$ cat src/rtl/regfile_wb_scheduler.sv
// rtl/regfile_wb_scheduler.sv - register file write-port scheduler with RR writeback arbitration
// Busy scoreboard gates issue; one registered write per cycle retires a pending destination.
module regfile_wb_scheduler #(
   parameter int ADDR_WIDTH = 5,
   parameter int DATA_WIDTH = 32,
   parameter int MAX_OUT    = 4,
   localparam int NREG      = 2**ADDR_WIDTH,
   localparam int CW        = $clog2(MAX_OUT+1)
) (
   input  logic                  clk,
   input  logic                  rst_n,
   input  logic                  issue_valid,
   input  logic                  issue_wr,
   input  logic [ADDR_WIDTH-1:0] issue_rd,
   input  logic [ADDR_WIDTH-1:0] issue_rs1,
   input  logic [ADDR_WIDTH-1:0] issue_rs2,
   output logic                  issue_ready,
   input  logic                  wb0_valid,
   input  logic [ADDR_WIDTH-1:0] wb0_rd,
   input  logic [DATA_WIDTH-1:0] wb0_data,
   output logic                  wb0_ready,
   input  logic                  wb1_valid,
   input  logic [ADDR_WIDTH-1:0] wb1_rd,
   input  logic [DATA_WIDTH-1:0] wb1_data,
   output logic                  wb1_ready,
   output logic                  rf_wen,
   output logic [ADDR_WIDTH-1:0] rf_waddr,
   output logic [DATA_WIDTH-1:0] rf_wdata,
   output logic [NREG-1:0]       busy_mask,
   output logic [CW-1:0]         outstanding,
   output logic                  wb_err
);

   logic [NREG-1:0]       busy_q, busy_nxt;
   logic [CW-1:0]         out_q, out_nxt;
   logic                  rr_q;
   logic                  hz, set_en, gnt0, gnt1, contested;
   logic                  ret_hit, ret_ok, spurious;
   logic [ADDR_WIDTH-1:0] g_rd;
   logic [DATA_WIDTH-1:0] g_data;

   assign busy_mask   = busy_q;
   assign outstanding = out_q;

   // busy_q[0] is never set, so x0 sources/destinations cannot hazard
   always_comb begin
      hz          = busy_q[issue_rs1] | busy_q[issue_rs2] | (issue_wr & busy_q[issue_rd]);
      issue_ready = !hz && !(issue_wr && (issue_rd != '0) && (out_q == CW'(MAX_OUT)));
      set_en      = issue_valid & issue_ready & issue_wr & (issue_rd != '0);
   end

   always_comb begin
      contested = wb0_valid & wb1_valid;
      gnt0      = wb0_valid & (!wb1_valid | !rr_q);
      gnt1      = wb1_valid & (!wb0_valid |  rr_q);
      wb0_ready = gnt0;
      wb1_ready = gnt1;
      g_rd      = gnt1 ? wb1_rd   : wb0_rd;
      g_data    = gnt1 ? wb1_data : wb0_data;
   end

   // A write landing on a non-busy index was never issued: flag it, do not retire it
   always_comb begin
      ret_hit  = rf_wen & (rf_waddr != '0);
      ret_ok   = ret_hit &  busy_q[rf_waddr];
      spurious = ret_hit & !busy_q[rf_waddr];
      busy_nxt = busy_q;
      if (ret_ok) busy_nxt[rf_waddr] = 1'b0;
      if (set_en) busy_nxt[issue_rd] = 1'b1;
      busy_nxt[0] = 1'b0;
      out_nxt = out_q;
      if (set_en && !ret_ok)
         out_nxt = out_q + CW'(1);
      else if (!set_en && ret_ok && (out_q != '0))
         out_nxt = out_q - CW'(1);
   end

   always_ff @(posedge clk or negedge rst_n) begin
      if (!rst_n) begin
         busy_q   <= '0;
         out_q    <= '0;
         rr_q     <= 1'b0;
         rf_wen   <= 1'b0;
         rf_waddr <= '0;
         rf_wdata <= '0;
         wb_err   <= 1'b0;
      end else begin
         busy_q <= busy_nxt;
         out_q  <= out_nxt;
         if (contested) rr_q <= !rr_q;
         if ((gnt0 || gnt1) && (g_rd != '0)) begin
            rf_wen   <= 1'b1;
            rf_waddr <= g_rd;
            rf_wdata <= g_data;
         end else begin
            rf_wen   <= 1'b0;
         end
         if (spurious) wb_err <= 1'b1;
      end
   end

endmodule

$ cat config.mk
export PLATFORM = sky130hd
export DESIGN_NAME = regfile_wb_scheduler
export DESIGN_NICKNAME = d
export VERILOG_FILES = /design/src/rtl/regfile_wb_scheduler.sv
export SDC_FILE = /design/constraint.sdc
export NUM_CORES = 1
export LEC_CHECK = 0
export ABC_AREA = 1
export BUFFER_PORTS_ARGS = -buffer_cell sky130_fd_sc_hd__buf_2
export CORE_MARGIN = 2
export CORE_UTILIZATION = 50
export DETAILED_ROUTE_END_ITERATION = 8
export GPL_TIMING_DRIVEN = 0
export PLACE_DENSITY_LB_ADDON = 0.08
export SLEW_MARGIN = 10
export SYNTH_ARGS = -nofsm -noshare
export SYNTH_HDL_FRONTEND = slang
export SYNTH_SLANG_ARGS = --single-unit
export TNS_END_PERCENT = 50
$ cat constraint.sdc
create_clock -name clk -period 4.2 [get_ports clk]
set_clock_uncertainty 0.2 [all_clocks]
set_input_delay 0.84 -clock clk [delete_from_list [all_inputs] [get_ports clk]]
set_output_delay 0.84 -clock clk [all_outputs]
set_load 0.05 [all_outputs]
After elaboration in Yosys (flattened, before gate mapping) --
Cells that the tools add are included.
Word-level totals: flip-flop bits (word level) 74, input bits 95, output and inout bits 77, word-level logic and storage cells 75
Cells by class: add/subtract/negate cells 2, magnitude comparators 6, equal/unequal tests 1, mux-type cells 19, bitwise gates (word level) 17, reduce and logical (&&, ||, !) cells 23
Operator list (count):
- two-way mux 32 bit | 3
- AND 32 bit | 1
- NOT 32 bit | 1
- OR 32 bit | 1
- < comparator 5 x 6 -> 1 bit (second input constant) | 4
- binary-select mux 1 bit (select 5 bit) | 4
- nonzero test 5 bit | 3
- AND 1 bit | 10
- demux 1 bit (select 5 bit) | 2
- >= comparator 5 x 1 -> 1 bit (second input constant) | 2
- logical AND 1 bit | 9
- logical NOT 1 bit | 8
- two-way mux 1 bit | 7
- two-way mux 3 bit | 2
- two-way mux 5 bit | 1
- OR 1 bit | 4
- adder 3 x 1 -> 3 bit (second input constant) | 1
- equality test 3 bit (second input constant) | 1
- nonzero test 3 bit | 1
- subtractor 3 x 1 -> 3 bit (second input constant) | 1
- nonzero test 2 bit | 1
- logical OR 1 bit | 1

Longest topological paths before layout --
word-level depth 14, gate-level depth with buffers 22, gate-level depth less buffers 20

Worst setup path before layout --
Ideal clock, no wire load.
kind input -> output, from input issue_rd[0], to output issue_ready, data arrival time 2.057 ns, required time 3.160 ns, slack 1.103 ns, stages 14, cell sequence buf_4 inv_2 buf_2 nand2_1 nand2_1 nand2_1 nand2_1 nand2_1 nand2_1 nor2_1 nand3_1 nand2_1 nand3_1 inv_1
Between the ends: word-level cells in the longest chain between the ends 6, elaborated cells between the ends (all ways) 10, those cells by class 2 x mux; 2 x bitwise; 6 x reduce/logical
RTL lines:
- start, declared | line 14 | input logic [ADDR_WIDTH-1:0] issue_rd,
- binary-select mux 1 bit (select 5 bit) | line 47 | hz = busy_q[issue_rs1] | busy_q[issue_rs2] | (issue_wr & busy_q[issue_rd]);
- two-way mux 1 bit (implied by the code) | line 47
- AND 1 bit | line 47
- OR 1 bit | line 47
- logical NOT 1 bit | line 48 | issue_ready = !hz && !(issue_wr && (issue_rd != '0) && (out_q == CW'(MAX_OUT)));
- logical AND 1 bit (*) | line 48
- end, declared | line 17 | output logic issue_ready,
Every way passes the cells marked *; elsewhere a longest branch is shown, timed or not. The select of a mux whose other input is x is not followed.

Final worst setup path --
from input issue_rd[1], to output issue_ready
The elaborated chain is that of the path after synthesis.

==> results.toml <==
[status]
run_status = "finished, final reports clean"

[cells_and_area]
nNetsFinal = 1016
final_common_cell = "nand2_1"
area.growth.synth_to_final_pct = 24.51
drive_above_1_share_pct = 28.22
most-common-layout-cells = "nand2_1, buf_2, o21ai_0, dfrtp_1, nand3_1"
num_antenna_cells = 0
layout.cell_area.non_filler_um2 = 6299

[place]
place_ws_ns = 0.2792
port-buffer-count = 165
gpl.final_weighted_congestion = 1.016
post-dp-hpwl_um = 13130
postPlaceCellArea_um2 = 6081

[setup_path]
critical_path_cell_by_cell = "buf_2 > buf_2 > nor2_2 > nand2_1 > nand2_1 > nand2_1 > nor2_1 > nand3_1 > nand2_1 > nand3_1 > inv_1 > buf_2"
crit_path_frequent_cell = "nand2_1"
timing.critical_path.required_ns = 3.16
setup.worst_path.class = "in2out"
worst_path_max_delay_cell = "nor2_2"
critPathBufInv = 4
cp.arrival_ns = 2.76
timing.critical_path.to_type = "output pin"
critical_path.max_fanout = 10
cp-start-kind = "input port"
path_delay_family = "simple AND/OR/NAND/NOR gates"
critical_path.max_stage_delay_ns = 0.45

[cts]
ctsHoldBuffers = 0
cts_made_buffers = 9
ctsLongestPathBuffers = 2
maximum_level_of_the_cts_h_tree = 3
post-cts-setup-buffers = 0
clock_tree.root_cell = "clkbuf_8"
register_clock_pin_slew_on_the_reported_worst_setup_and_hold_paths_ns = 0.09
clock_sink_count = 74
ctsResizeCount = 0
source_to_sink_clock_delay_at_the_later_pin_of_the_worst_skew_pair_ns = 0.36
cts_tree = "built"

[grt]
initial_antenna_violation_count = 0
grt-ovfl-total = 0
global_route_wire_length_before_repair_um = 27790
groute.usage.overall_pct = 32.06
via_count_of_the_first_global_routing_pass = 5601
grt_start_max_net_pins = 59

[die]
rows = 36
die_area_um2 = 10940
design.portCount = 172
initial_core_util_pct = 51.52
die_y_um = 104.6
chipWidth_um = 104.6
core_area_um2 = 9819

[pwr]
pwr_density_cell_nw_per_um2 = 630.3
net-switching-power_mw = 2.177
power.switching_fraction_pct = 54.83
power_report.internal_total_mw = 1.793
p_leak_nw = 3.179
power.ir.vdd_worst_mv = 0.3817
clock_power_share_pct = 15.9
p_comb_share_pct = 53.6
sequentialPowerShare_pct = 30.5
design_power_total_mw = 3.970

[timing]
max-slew-margin-rel_pct = 38.29
report.final.hold_viol_count = 0
period_needed_ns = 3.805
layout_worst_path_cycle_share_pct = 90.59
final_max_slew_viol_count = 0
total_negative_setup_slack_ns = 0
min_setup_slack_post_route_ns = 0.3954
rsz_0062_raised_after_global_routing = "false"
hold_slack_ns = 0.1351
max_freq_ghz = 0.2628
worst_pin_slew_ns = 0.9186
report.final.setup_viol = 0

[min_path]
hold_path.class = "in2async"

[logic_synthesis]
synth.area.top_cells = "dfrtp_1, nand2_1, o21ai_0"
post_synth_inst_count = 743
yosysWarnings = 0
post-synth-top-area-cell = "dfrtp_1"
sequential_area_share_after_synthesis_pct = 36.61
netlist_area_um2 = 5059
synth.lib_cells_used.distinct = 31
synth_fp_nets = 839
synthesis.area_per_instance_um2 = 6.808
synthDominantCellAreaShare_pct = 36.61
synth.ff_latch_count = 74

[routing]
antenna_left = 0
post_drt_via_cell_ratio = 5.497
detailroute.via_count = 5816
drc = 0
first_iter_violations = 422
drt_first_pass_iters = 6
finalWirelength_um = 17040
detail_route.wl_per_cell_um = 16.11

[run]
maxCapViolations = 0
==> per-stage QoR <==
step                util [%]  instances
floorplan                  -        743
global placement       61.62       1041
detailed placement     61.93       1042
CTS                    64.14       1058
global route           64.14       1058
finish                 64.14       1058
==> metal layers <==
metal,routed length (µm),track usage (%),vias to the layer above
li1,-,-,2766
met1,6581,38.69,2673
met2,8391,56.30,323
met3,1439,7.049,54
met4,628,11.43,0
met5,0,0,-
==> layout make-up <==
| cell class | instances | area [µm²] |
|---|---|---|
| clock buffer | 9 | 123.9 |
| timing repair buffer | 166 | 855.8 |
| clock inverter | 7 | 93.84 |
| buffer | 34 | 209.0 |
| tap | 133 | 166.4 |
| sequential | 74 | 1852 |
| fill | 962 | 3521 |
| multi-input combinational | 567 | 2743 |
| inverter | 68 | 255.2 |
==> flip-flops by register name (all words and copies together), names as in the netlist <==
name and cells:
busy_mask 31, outstanding 3, rf_wdata 32, rf_waddr 5, rr_q 1, wb_err 1, rf_wen 1
==> kinds of logic (layout without fill, tap and decap cells) <==
family                     Yosys count  count (layout)  share of synthesized area, %
AOI/OAI and AO/OA                  132             132                         18.08
other                                1               1                       0.07413
DFF                                 74              74                         36.61
and+or+nand+nor                    429             429                         34.87
buffers and inverters              102             284                         9.176
adders and majority gates            1               1                        0.3958
muxes                                4               4                        0.7915
==> power by group through the flow <==
stage                     combinational, mW  clock (mW)  sequential [mW]
after global placement                 2.07           0             1.21
after global routing                   2.30       0.670             1.23
after CTS                              2.12       0.631             1.20
after detailed placement               2.11           0             1.21
final                                  2.13       0.630             1.21
after floorplan                       0.792           0             1.90
==> worst reg2reg max path, stage by stage (launching register included) <==
cell and delay (ns):
dfrtp_1 0.48, inv_2 0.09, nor3_1 0.73, o21ai_0 0.29, nand2_1 0.12, nor2_1 0.06
nand2_2 0.10, nand2_4 0.10, inv_1 0.07, nor2_1 0.05, inv_2 0.09, fa_1 0.43
nand2_1 0.08, o21ai_1 0.05
==> Yosys cell counts <==
cell and number:
nand2_1 289, dfrtp_1 74, o21ai_0 74, nand3_1 65
inv_1 58, nor2_1 48, a31oi_2 29, buf_2 16
nor3_1 16, inv_2 10, o22ai_1 9, o21ai_1 8
clkbuf_1 7, buf_6 6, a31oi_1 4, buf_4 4
mux2i_1 4, nand2_2 4, o211ai_1 3, nor2_2 2
nor2_4 2, o21ai_2 2, a21oi_1 1, clkbuf_2 1
conb_1 1, fa_1 1, nand2_4 1, nand4_2 1
nor3_2 1, o21bai_1 1, o31ai_1 1
==> final timing paths <==
path	start	end	slack [ns]	cells past startpoint
worst max-delay path	issue_rd[1]	issue_ready	0.40	12
worst min-delay path	rst_n	busy_mask[14]	0.14	1
worst max register to register	rf_waddr[2]	outstanding[1]	1.17	13
worst min register to register	wb_err	wb_err	0.32	1
max in group asynchronous	rst_n	rf_wdata[10]	3.09	2
min in group clk	wb_err	wb_err	0.32	1
(Power assumes the default switching activity.)
